`config.mk`:
```
export PLATFORM = sky130hd
export DESIGN_NAME = register_file_cell
export DESIGN_NICKNAME = d
export VERILOG_FILES = /design/src/rtl/register_file_cell.sv
export SDC_FILE = /design/constraint.sdc
export NUM_CORES = 1
export LEC_CHECK = 0
export CORE_MARGIN = 2
export CORE_UTILIZATION = 36
export DETAILED_ROUTE_END_ITERATION = 10
export GPL_ROUTABILITY_DRIVEN = 0
export PLACE_DENSITY_LB_ADDON = 0.12
export SLEW_MARGIN = 15
export SYNTH_ARGS = -nofsm -noshare
export SYNTH_HDL_FRONTEND = slang
export SYNTH_SLANG_ARGS = --single-unit
```
`constraint.sdc`:
```
create_clock -name clk -period 0.9 [get_ports clk]
set_input_delay 0.135 -clock clk [delete_from_list [all_inputs] [get_ports clk]]
set_output_delay 0.135 -clock clk [all_outputs]
set_load 0.05 [all_outputs]
```
`src/rtl/register_file_cell.sv`:
```
// -----------------------------------------------------------------------------
// register_file_cell
//
// One architectural register of the core's register file: a data word plus a
// dirty bit that marks the register as still owed a value by an outstanding
// memory load. The parent register file instantiates one cell per non-zero
// register index and feeds it already-decoded write enables.
//
// Ports:
//   clk           rising-edge clock for all state
//   sync_rst      asynchronous, active-high reset (clears data and dirty)
//   clk_en        global clock enable; when low, all state holds
//   Write_En      ALU/writeback write strobe for this cell
//   DataIn        ALU/writeback data
//   Dirty_Set     marks the register as awaiting a memory load
//   Mem_Write_En  memory-return write strobe for this cell
//   Mem_DataIn    memory-return data
//   DataOut       stored word, straight from the register
//   DirtyBitOut   stored dirty bit, straight from the register
//
// Parameters:
//   BITWIDTH        width of the stored word
//   REGADDRBITWIDTH register address width, kept for interface uniformity
//
// Optional build macro:
//   REGCELL_WRITE_GUARD_EN  when defined, an ALU write is dropped while the
//                           register is dirty and no memory return is landing
//                           in the same cycle, so a pending load is never
//                           clobbered by a younger ALU result.
//
// Data priority : memory return > ALU write > hold.
// Dirty priority: Dirty_Set > memory return (clears) > hold.
// Write_En never touches the dirty bit. There is no write-to-read bypass:
// written values become visible the cycle after the write edge.
// -----------------------------------------------------------------------------
module register_file_cell #(
    parameter int BITWIDTH        = 16,
    parameter int REGADDRBITWIDTH = 4
) (
    input  logic                clk,
    input  logic                sync_rst,
    input  logic                clk_en,
    input  logic                Write_En,
    input  logic [BITWIDTH-1:0] DataIn,
    input  logic                Dirty_Set,
    input  logic                Mem_Write_En,
    input  logic [BITWIDTH-1:0] Mem_DataIn,
    output logic [BITWIDTH-1:0] DataOut,
    output logic                DirtyBitOut
);

    logic [BITWIDTH-1:0] dataReg;
    logic                dirtyReg;
    logic [BITWIDTH-1:0] dataNext;
    logic                dirtyNext;
    logic                aluWriteOk;

    // Qualified ALU write. With the guard built in, a dirty register only
    // accepts data from the memory-return port.
`ifdef REGCELL_WRITE_GUARD_EN
    assign aluWriteOk = Write_En & ~(dirtyReg & ~Mem_Write_En);
`else
    assign aluWriteOk = Write_En;
`endif

    // Next-state selection. clk_en is folded in here so the register below
    // stays a plain flop with an asynchronous clear.
    always_comb begin
        dataNext  = dataReg;
        dirtyNext = dirtyReg;
        if (clk_en) begin
            if (Mem_Write_En) begin
                dataNext = Mem_DataIn;
            end else if (aluWriteOk) begin
                dataNext = DataIn;
            end

            // A new load issued in the same cycle as an older load returning
            // leaves the register dirty: the new load is still outstanding.
            if (Dirty_Set) begin
                dirtyNext = 1'b1;
            end else if (Mem_Write_En) begin
                dirtyNext = 1'b0;
            end
        end
    end

    always_ff @(posedge clk or posedge sync_rst) begin
        if (sync_rst) begin
            dataReg  <= '0;
            dirtyReg <= 1'b0;
        end else begin
            dataReg  <= dataNext;
            dirtyReg <= dirtyNext;
        end
    end

    assign DataOut     = dataReg;
    assign DirtyBitOut = dirtyReg;

    // The address width is not used by the cell's logic; this only keeps a
    // nonsensical configuration from going unnoticed in simulation.
    addrWidthSane: assert property (@(posedge clk) REGADDRBITWIDTH > 0);

endmodule

```
**Word level (Yosys, flattened, before mapping)**

Cells that the tools add are included.

- Word-level logic and storage cells: 10
- Input port bits: 38
- Flip-flop bits (word level): 17
- Output and inout port bits: 17

- Mux-type cells: 4
- Reduce and logical (&&, ||, !) cells: 4

Operators by type and width:

| cell | count |
|---|---|
| 16-bit 2-to-1 mux | 2 |
| 2-bit AND reduction | 2 |
| 2-bit nonzero test | 2 |
| 1-bit 2-to-1 mux | 2 |

**Longest topological paths before layout**

- Word-level depth: 2
- Mapped depth: 5
- Mapped depth without buffers: 3

**Worst setup path before layout**

Ideal clock, no wire load.

- Path type: flip-flop to flip-flop
- Start: register DataOut[15] (netlist name)
- End: register dataReg[15], in the netlist DataOut[15]
- Cell stages (with the launch flop): 3
- Required time: 0.814 ns
- Path buffers: 0
- Arrival: 0.934 ns
- Slack: -0.120 ns
- Clock period less this slack: 1.020 ns
- Library setup time: 0.086 ns
- Path through: dfrtp_1 > o22ai_2 > nor3_1

RTL lines:

| element | line | text |
|---|---|---|
| to (signal assigned) | 93 | `dataReg <= dataNext;` |
| to (decl) | 52 | `logic [BITWIDTH-1:0] dataReg;` |

**Final worst setup path**

- Start: register dataReg[15], in the netlist DataOut[15]
- End: output port DataOut[15]

RTL lines:

| element | line | text |
|---|---|---|
| to (decl) | 48 | `output logic [BITWIDTH-1:0] DataOut,` |

No word-level cell between the ends.

==> flow_metrics.env <==
export IMPL_yosys_area_share_simple=0.3165
export IMPL_dr_pass1_iters=4
export IMPL_post_place_ws_ns=-0.4992
export IMPL_synth_compound_area_frac=0.1295
export IMPL_final_instance_count_excl_fill=185
export IMPL_powerDensity_nw_per_um2=1535
export IMPL_synth_area_leaders="dfrtp_1, nor3_1, and3b_1, nor2_1, o32ai_1"
export IMPL_fmax_ghz=0.9667
export IMPL_grt_pass1_wl_microns=4395
export IMPL_die_y_microns=53.15
export IMPL_drv_cap=0
export IMPL_clockBufferDepth=2
export IMPL_wl_per_cell_microns=16.08
export IMPL_cts_buffers=3
export IMPL_worst_setup_path_end_kind="output port"
export IMPL_max_slew_margin_rel=0.7325
export IMPL_ios=55
export IMPL_cpMaxStageDelayCell="dfrtp_2"
export IMPL_status="finished with violations"
export IMPL_finClkSkew_ns=0
export IMPL_critical_path_max_fanout=2
export IMPL_setup_violations_final=18
export IMPL_first_global_vias=919
export IMPL_layout_area_overhead_vs_synth_pct=110.8
export IMPL_die_area_sq_um=2824
export IMPL_finalSetupTns_ns=-1.977
export IMPL_yosysTopAreaCell="dfrtp_1"
export IMPL_postLayoutCoreUtil=0.8130
export IMPL_grt_ovfl_total=0
export IMPL_crit_arrival_ns=0.90
export IMPL_portBuffers=54
export IMPL_wl_microns=2975
export IMPL_drcViolationCount=0
export IMPL_min_period_over_period=1.149
export IMPL_viasPerCell=5.270
export IMPL_cts_root_buffer_cell="clkbuf_4"
export IMPL_async_flop_share=1.000
export IMPL_ant_nets=0
export IMPL_max_vdd_ir_drop_v=0.001136
export IMPL_ctsHoldBuffers=0
export IMPL_grt_max_degree=18
export IMPL_drive_gt1_frac=0.4204
export IMPL_die_x_microns=53.15
export IMPL_clk_latency_ns=0.29
export IMPL_violations="setup timing"
export IMPL_ys_top_cells_by_count="nor3_1, dfrtp_1, nor2_1"
export IMPL_yosysMostFrequentCell="nor3_1"
export IMPL_cts_tree="yes"
export IMPL_initialDrtViolationCount=3
export IMPL_finalHoldViolCount=0
export IMPL_dp_cells=174
export IMPL_startpoint="DataOut[15]"
export IMPL_hold_ws_ns=0.1498
export IMPL_seq_area_frac_synth=0.4892
export IMPL_ys_ff_latch=17
export IMPL_cp_top_family="flip-flops"
export IMPL_grt_total_usage=0.2202
export IMPL_hold_path_class="input pin to asynchronous set/reset pin"
export IMPL_clk_pin_slew_ns=0.10
export IMPL_worst_slack_ns=-0.1344
export IMPL_num_antenna_cells=0
export IMPL_timing_rr_start="DataOut[15]"
export IMPL_yosysUniqueCellTypes=20
export IMPL_cts_num_sinks=17
export IMPL_place_hpwl_microns=2121
export IMPL_synth_area_sq_um=869.6
export IMPL_critPathKind="register to output port"
export IMPL_path_cells="buf_12"
export IMPL_critical_path_buf_inv_count=1
export IMPL_syn_area_per_cell_sq_um=9.662
export IMPL_finalCriticalPeriod_ns=1.034
export IMPL_core_area_sq_um=2255
export IMPL_max_stage_delay_ns=0.45
export IMPL_worst_pin_slew_ns=0.3958
export IMPL_antenna_found_initial=0
export IMPL_start_util=0.3857
export IMPL_start_kind="register"
export IMPL_synth_fa_ha_area_frac=0
export IMPL_p_leak_uw=0.0007749
export IMPL_cts_htree_levels=1
export IMPL_yosys_warnings=0
export IMPL_slew_viol_final=0
export IMPL_synth_top_area_share=0.4892
export IMPL_synth_xor_area_share=0
export IMPL_synth_mux_area_frac=0
export IMPL_nNetsFinal=196
export IMPL_rsz0062_at_grt="true"
export IMPL_synth_edf_count=0
export IMPL_synth_nets=128
export IMPL_synthFlopType="dfrtp_1"
export IMPL_rows=17
export IMPL_synth_top_family_by_area="simple AND/OR/NAND/NOR gates"
export IMPL_via_count=975
export IMPL_syn_inst=90
export IMPL_critical_path_required_ns=0.76
-- layout by cell type (no fill, tap or decap), types with 2 or more instances in the layout --
cell / Yosys / routed
clkdlybuf4s50_1: 0 / 34
nor3_1: 20 / 19
buf_12: 0 / 19
dfrtp_2: 0 / 16
nor2_1: 16 / 16
buf_4: 1 / 13
and3b_1: 9 / 9
o22ai_2: 1 / 5
o32ai_1: 5 / 3
clkbuf_4: 0 / 3
dlygate4sd2_1: 0 / 3
nor4bb_1: 2 / 2
o32ai_2: 0 / 2
buf_6: 2 / 2
-- tightest hold or removal path: cells and delay by family --
family                 cells  cell delay, ns
buffers and inverters      3            0.65
-- final cells by class --
| cell class | instances | area [sq um] |
|---|---|---|
| Tap cell | 28 | 35.03 |
| Inverter | 1 | 3.754 |
| Clock buffer | 3 | 22.52 |
| Clock inverter | 1 | 5.005 |
| Multi-Input combinational cell | 64 | 454.2 |
| Timing Repair Buffer | 71 | 867.1 |
| Sequential cell | 17 | 445.4 |
| Fill cell | 146 | 421.7 |
-- logic make-up (layout without fill, tap and decap cells) --
logic type      after synthesis  count (layout)
simple gates                 50              50
buf+inv                       9              76
compound gates               14              14
flops                        17              17
-- through the flow --
stage,power [uW],instance area [sq um]
after floorplan,1547,889.6
final,2813,1833
after global placement,2275,1683
after CTS,2764,1767
after global routing,2945,1833
after detailed placement,2297,1683
-- where the power goes --
group / internal (uW) / leakage, uW / switching, uW / total (uW)
Sequential: 887 / 0.000175 / 122 / 1010
Clock: 165 / 0.0000177 / 238 / 404
Combinational: 754 / 0.000582 / 647 / 1400
Total: 1810 / 0.000775 / 1010 / 2810
-- registers in the layout, summed over array words and instances, names as in the netlist --
register     count
DirtyBitOut      1
DataOut         16
-- path summary, 6_finish.rpt --
path,end,slack [ns],cells past startpoint
setup / recovery,DataOut[15],-0.13,1
hold / removal,DataOut[11],0.15,3
setup reg to reg,DataOut[15],0.01,3
hold reg to reg,DirtyBitOut,0.55,1
max in group asynchronous,DataOut[14],0.61,3
min in group clk,DataOut[12],0.43,3
-- per-layer routing --
metal | vias to the layer above | track usage | share of wire
met5 | - | 0 | 0
li1 | 466 | - | -
met2 | 33 | 0.3646 | 0.54
met4 | 0 | 0.08120 | 0.013
met1 | 472 | 0.2816 | 0.39
met3 | 4 | 0.04520 | 0.056
-- what timing repair did --
item | in CTS | in global routing
cloned | 0 | 0
buffers inserted | 6 | 1
endpoints found under the setup margin | 34 | 22
resized for setup | 6 | 10
pin swaps | 0 | 5
Note: power is estimated with default switching activity, not from simulation.
